===== config.mk =====
export PLATFORM = sky130hd
export DESIGN_NAME = urv_writeback
export DESIGN_NICKNAME = d
export VERILOG_FILES = /design/src/rtl/urv_writeback_pkg.sv /design/src/rtl/urv_ecc.sv /design/src/rtl/urv_writeback.sv
export SDC_FILE = /design/constraint.sdc
export NUM_CORES = 1
export LEC_CHECK = 0
export CORE_MARGIN = 8
export CORE_UTILIZATION = 46
export DETAILED_ROUTE_END_ITERATION = 10
export HOLD_SLACK_MARGIN = 0.12
export PLACE_DENSITY = 0.93
export SYNTH_ARGS = -nofsm -noshare
export SYNTH_HDL_FRONTEND = slang
export SYNTH_SLANG_ARGS = --single-unit

===== constraint.sdc =====
create_clock -name clk_i -period 6 [get_ports clk_i]
set_input_delay 0.6 -clock clk_i [delete_from_list [all_inputs] [get_ports clk_i]]
set_output_delay 0.6 -clock clk_i [all_outputs]
set_load 0.03 [all_outputs]

===== src/rtl/urv_writeback_pkg.sv =====
// Shared load funct3 encodings and load-data alignment
// for the uRV writeback stage.
package urv_writeback_pkg;

    localparam logic [2:0] FUNCT3_LB  = 3'b000;
    localparam logic [2:0] FUNCT3_LH  = 3'b001;
    localparam logic [2:0] FUNCT3_LW  = 3'b010;
    localparam logic [2:0] FUNCT3_LBU = 3'b100;
    localparam logic [2:0] FUNCT3_LHU = 3'b101;

    function automatic logic [31:0] load_align(
        input logic [2:0]  fun,
        input logic [1:0]  addr,
        input logic [31:0] data
    );
        logic [7:0]  b;
        logic [15:0] h;
        b = data[{addr, 3'b000} +: 8];
        h = addr[1] ? data[31:16] : data[15:0];
        case (fun)
            FUNCT3_LB:  return {{24{b[7]}}, b};
            FUNCT3_LH:  return {{16{h[15]}}, h};
            FUNCT3_LBU: return {24'h0, b};
            FUNCT3_LHU: return {16'h0, h};
            default:    return data;
        endcase
    endfunction

endpackage


===== src/rtl/urv_ecc.sv =====
// Check-bit generator: bits 5:0 are Hamming syndromes over data
// positions 1..32, bit 6 is overall data parity.
module urv_ecc (
    input  logic [31:0] data_i,
    output logic [6:0]  ecc_o
);

    always_comb begin
        ecc_o = '0;
        for (int j = 0; j < 32; j++) begin
            if (data_i[j])
                ecc_o = ecc_o ^ {1'b1, 6'(j + 1)};
        end
    end

endmodule


===== src/rtl/urv_writeback.sv =====
// uRV writeback stage: retires execute ops, waits for load data,
// aligns it and drives the register file write port and bypass.
module urv_writeback
    import urv_writeback_pkg::*;
#(
    parameter int g_with_ecc = 0
) (
    input  logic        clk_i,
    input  logic        rst_n_i,
    input  logic        x_valid_i,
    input  logic        x_load_i,
    input  logic        x_rd_write_i,
    input  logic [4:0]  x_rd_i,
    input  logic [31:0] x_rd_value_i,
    input  logic [2:0]  x_fun_i,
    input  logic [1:0]  x_dm_addr_i,
    input  logic        dm_load_done_i,
    input  logic [31:0] dm_data_l_i,
    output logic        w_stall_o,
    output logic        w_retire_o,
    output logic [4:0]  rf_rd_o,
    output logic [31:0] rf_rd_value_o,
    output logic [6:0]  rf_rd_ecc_o,
    output logic        rf_rd_store_o,
    output logic        rf_bypass_rd_write_o,
    output logic [31:0] rf_bypass_rd_value_o
);

    typedef enum logic {ST_IDLE, ST_LOAD_WAIT} state_t;

    state_t      state_q, state_d;
    logic [4:0]  ld_rd_q;
    logic        ld_write_q;
    logic [2:0]  ld_fun_q;
    logic [1:0]  ld_addr_q;
    logic        pend_q, pend_store_q;
    logic [4:0]  pend_rd_q;
    logic [31:0] pend_value_q;
    logic        load_done, accept, alu_acc, pend_d;
    logic        wr_en, wr_store;
    logic [4:0]  wr_rd;
    logic [31:0] wr_value;
    logic [6:0]  ecc_d;
    logic        store_q, retire_q;
    logic [4:0]  rd_q;
    logic [31:0] value_q;
    logic [6:0]  ecc_q;

    assign load_done = (state_q == ST_LOAD_WAIT) && dm_load_done_i;
    assign w_stall_o = (state_q == ST_LOAD_WAIT) && !dm_load_done_i;
    assign accept    = x_valid_i && !w_stall_o;
    assign alu_acc   = accept && !x_load_i;
    // An ALU op accepted on the load-done edge (or behind such an op)
    // is parked one cycle so neither write is lost.
    assign pend_d    = alu_acc && (load_done || pend_q);

    always_comb begin
        state_d  = state_q;
        wr_en    = 1'b0;
        wr_store = 1'b0;
        wr_rd    = rd_q;
        wr_value = value_q;
        if (accept && x_load_i)
            state_d = ST_LOAD_WAIT;
        else if (load_done)
            state_d = ST_IDLE;
        unique case (1'b1)
            load_done: begin
                wr_en    = 1'b1;
                wr_store = ld_write_q && (ld_rd_q != 5'd0);
                wr_rd    = ld_rd_q;
                wr_value = load_align(ld_fun_q, ld_addr_q, dm_data_l_i);
            end
            pend_q: begin
                wr_en    = 1'b1;
                wr_store = pend_store_q;
                wr_rd    = pend_rd_q;
                wr_value = pend_value_q;
            end
            (alu_acc && !pend_q && !load_done): begin
                wr_en    = 1'b1;
                wr_store = x_rd_write_i && (x_rd_i != 5'd0);
                wr_rd    = x_rd_i;
                wr_value = x_rd_value_i;
            end
            default: ;
        endcase
    end

    generate
        if (g_with_ecc != 0) begin : g_ecc
            urv_ecc u_ecc (
                .data_i (wr_value),
                .ecc_o  (ecc_d)
            );
        end else begin : g_no_ecc
            assign ecc_d = 7'd0;
        end
    endgenerate

    always_ff @(posedge clk_i) begin
        if (!rst_n_i) begin
            state_q  <= ST_IDLE;
            pend_q   <= 1'b0;
            store_q  <= 1'b0;
            retire_q <= 1'b0;
            rd_q     <= 5'd0;
            value_q  <= 32'd0;
            ecc_q    <= 7'd0;
        end else begin
            state_q  <= state_d;
            pend_q   <= pend_d;
            store_q  <= wr_store;
            retire_q <= wr_en;
            if (wr_en) begin
                rd_q    <= wr_rd;
                value_q <= wr_value;
                ecc_q   <= ecc_d;
            end
        end
    end

    always_ff @(posedge clk_i) begin
        if (accept && x_load_i) begin
            ld_rd_q    <= x_rd_i;
            ld_write_q <= x_rd_write_i;
            ld_fun_q   <= x_fun_i;
            ld_addr_q  <= x_dm_addr_i;
        end
        if (pend_d) begin
            pend_rd_q    <= x_rd_i;
            pend_store_q <= x_rd_write_i && (x_rd_i != 5'd0);
            pend_value_q <= x_rd_value_i;
        end
    end

    assign w_retire_o           = retire_q;
    assign rf_rd_o              = rd_q;
    assign rf_rd_value_o        = value_q;
    assign rf_rd_ecc_o          = ecc_q;
    assign rf_rd_store_o        = store_q;
    assign rf_bypass_rd_write_o = store_q;
    assign rf_bypass_rd_value_o = value_q;

endmodule


==> run metrics <==
global-route wire length before repair=21,900 um; share of synthesized area spent on multiplexers=2.25%; hold-fix buffers at CTS=0; Port-buffer cells=152; placement-stage worst setup slack=2.62 ns; CTS tree=yes; reg-to-reg setup timing slack=3.12 ns; Placed Area=5900 um2; FF-to-FF path depth=4; crit path launch type=primary input; Initial Util=47.6%; Cells after Synth=451; Clock Latency Late Sink=0.37 ns; vias in the first global route=4,118; largest net degree at the start of global routing=57; RR Startpoint=pend_q; dominant cell type by area after synthesis=edfxtp_1; Synth area leaders=edfxtp_1 (31%), dfxtp_1 (18%), buf_4 (6.7%); endpoint class of the critical path=register; Avg Cell Area, Syn=10.4 um2; H-Tree Depth=3; GRT overflow=0; Clk pin slew, worst setup/hold paths=0.09 ns; Psw=0.446 mW; worst r2r dst=rf_bypass_rd_value_o[8]; ys flop type=edfxtp_1; die area=13,600 um2; drt drc=0; hold_sp=rf_rd_o[3]; Final Util=61.8%; M2 GR Usage=34.9%; Core Box Area=9820 um2; Inst Count DP=664; Max-Cap Viols=0; total power=1.45 mW; final setup TNS=0 ns; Pwr Density=239 nW/um2; synth warn=0; crit path launch=x_load_i; complex-gate fraction of the synthesized area=23.4%; register area share after synthesis=49.0%; Vias/cell=6.09; clk buf depth=2; Comb pwr share=25.4%; Slew HR=24.2%; critical path required time=6.23 ns; Antenna Nets Post-Route=0; post-synthesis cell type count=48; Setup WS post-layout=2.93 ns; worst clock skew=0.00952 ns; Post-synth EDFFs=49; Flop pwr share=48.7%; GR peak layer=met2; chip width=117 um; Tmin final=3.07 ns; I/O pin total=160; Slew @ Worst Pin=1.13 ns; initial antenna violation count=0; Routed WL=14,400 um; cts repair resizes=0; Max FO, Critical Path=46; VDD IR max=0.104 mV; adder-cell share of the synthesized area=0%; Hold Path End=rf_rd_o[3]; final non-filler cell area=6070 um2; Leak=2.15 nW; Achievable Freq=326 MHz; Non-Filler Instances=680; area grow syn2layout=29.9%; final setup fails=0; global routing usage on met1=23.9%; Root Driver=clkbuf_8; Final Max Tran Viols=0; Final Hold Viols=0; CTS Sinks=90; Clock power frac=25.8%; Worst Hold Class=reg -> reg; post-synthesis async set-or-reset flop share=0%; DR iter-0 viols=388; Std-Cell Rows=36; nets=622; Synth Area in Simple Gates=13.8%; Yosys top cell area share=31.5%; Internal Power=1.01 mW; vias post-DR=4,144; Post-Syn Area=4670 um2; TritonCTS Buffers=9; hold path cells=2; #FFs+latches synth=90; hpwl dp=10,500 um; most common cell in the synthesized netlist=edfxtp_1; Switching Fraction=30.7%; Hold WS=0.458 ns; met3 Use GR=5.80%; Die Y=117 um; critical path class=in -> reg; buffers inserted during post-CTS setup optimization=0; crit share post-route=51.1%; outcome=complete, no violations; share of layout cells above drive strength 1=5.48%; commonest cells in the netlist=edfxtp_1 (49), a21oi_1 (45), buf_4 (42); post-synthesis xor/xnor area fraction=0%; Diodes inserted=0; Worst Path Arrival=3.30 ns; largest family of logic cells by synthesized area=compound AO/OA/AOI/OAI gates; GRT Overall Usage=20.7%; wire per inst=21.2 um; GP Congestion=0.897; Pre-antenna DRT Iters=6; RSZ-0062 raised after global routing=false
-- flip-flops by register name, indices dropped and copies added (netlist names) --
register              count
pend_value_q             32
rf_bypass_rd_value_o     32
ld_rd_q                   5
pend_rd_q                 5
rf_rd_o                   5
ld_fun_q                  3
ld_addr_q                 2
ld_write_q                1
pend_q                    1
pend_store_q              1
rf_bypass_rd_write_o      1
state_q                   1
w_retire_o                1
-- worst max-delay path, cell delays in order --
cell	delay, ns
clkdlybuf4s50_1	0.59
or3b_1	0.83
nand2_2	0.70
o21ai_0	0.46
o22ai_1	0.11
-- worst max-delay path by stage --
| stage | to | slack, ns | depth (start not counted) |
|---|---|---|---|
| 6_report | rf_bypass_rd_value_o[8] | 2.93 | 5 |
| 5_1_grt | rf_bypass_rd_value_o[27] | 2.80 | 5 |
| 4_1_cts | rf_bypass_rd_value_o[8] | 3.01 | 5 |
| 3_5_place_dp | rf_bypass_rd_value_o[8] | 2.62 | 5 |
| 3_3_place_gp | rf_bypass_rd_value_o[19] | 2.82 | 5 |
| 2_1_floorplan | pend_rd_q[0] | 0.59 | 3 |
-- layer usage --
metal / wire [um] / vias up
met5: 0 / -
met4: 463 / 0
met3: 1580 / 34
met2: 7080 / 251
met1: 5300 / 1995
li1: - / 1864
-- power by group through the flow --
stage                     sequential (mW)  combinational [mW]  clock [mW]
after floorplan                     0.753               0.191           0
after global placement              0.720               0.358           0
after detailed placement            0.721               0.367           0
after CTS                           0.707               0.368       0.377
after global routing                0.712               0.389       0.403
final                               0.708               0.370       0.375
-- cells in the final DEF, fill, tap and decap left out, types with 9 or more instances in the layout --
cell,Yosys,layout
nor3_1,19,19
a21oi_1,45,45
nor3b_1,9,9
clkdlybuf4s50_1,0,152
o211ai_1,9,9
a22oi_1,17,17
a311o_1,16,16
and3_1,16,16
nand3b_1,9,9
nand2_1,22,22
edfxtp_1,49,49
o21a_1,10,10
clkbuf_8,0,10
a221oi_1,17,17
dfxtp_1,41,40
o21ai_0,11,11
inv_1,9,9
-- logic make-up (layout without fill, tap and decap cells) --
| logic type | after synthesis | after routing |
|---|---|---|
| muxes | 8 | 8 |
| buffers and inverters | 88 | 178 |
| DFF | 90 | 90 |
| AOI/OAI and AO/OA | 154 | 154 |
| and+or+nand+nor | 110 | 110 |
| other | 1 | 7 |
-- final cells by class --
| class | count | area (um2) |
|---|---|---|
| Fill cell | 787 | 3750 |
| Sequential cell | 90 | 2290 |
| Multi-Input combinational cell | 279 | 1880 |
| Timing Repair Buffer | 153 | 1530 |
| Tap cell | 133 | 166 |
| Clock buffer | 11 | 141 |
| Inverter | 9 | 33.8 |
| Clock inverter | 5 | 30.0 |
Note: power is estimated with default switching activity, not from simulation.
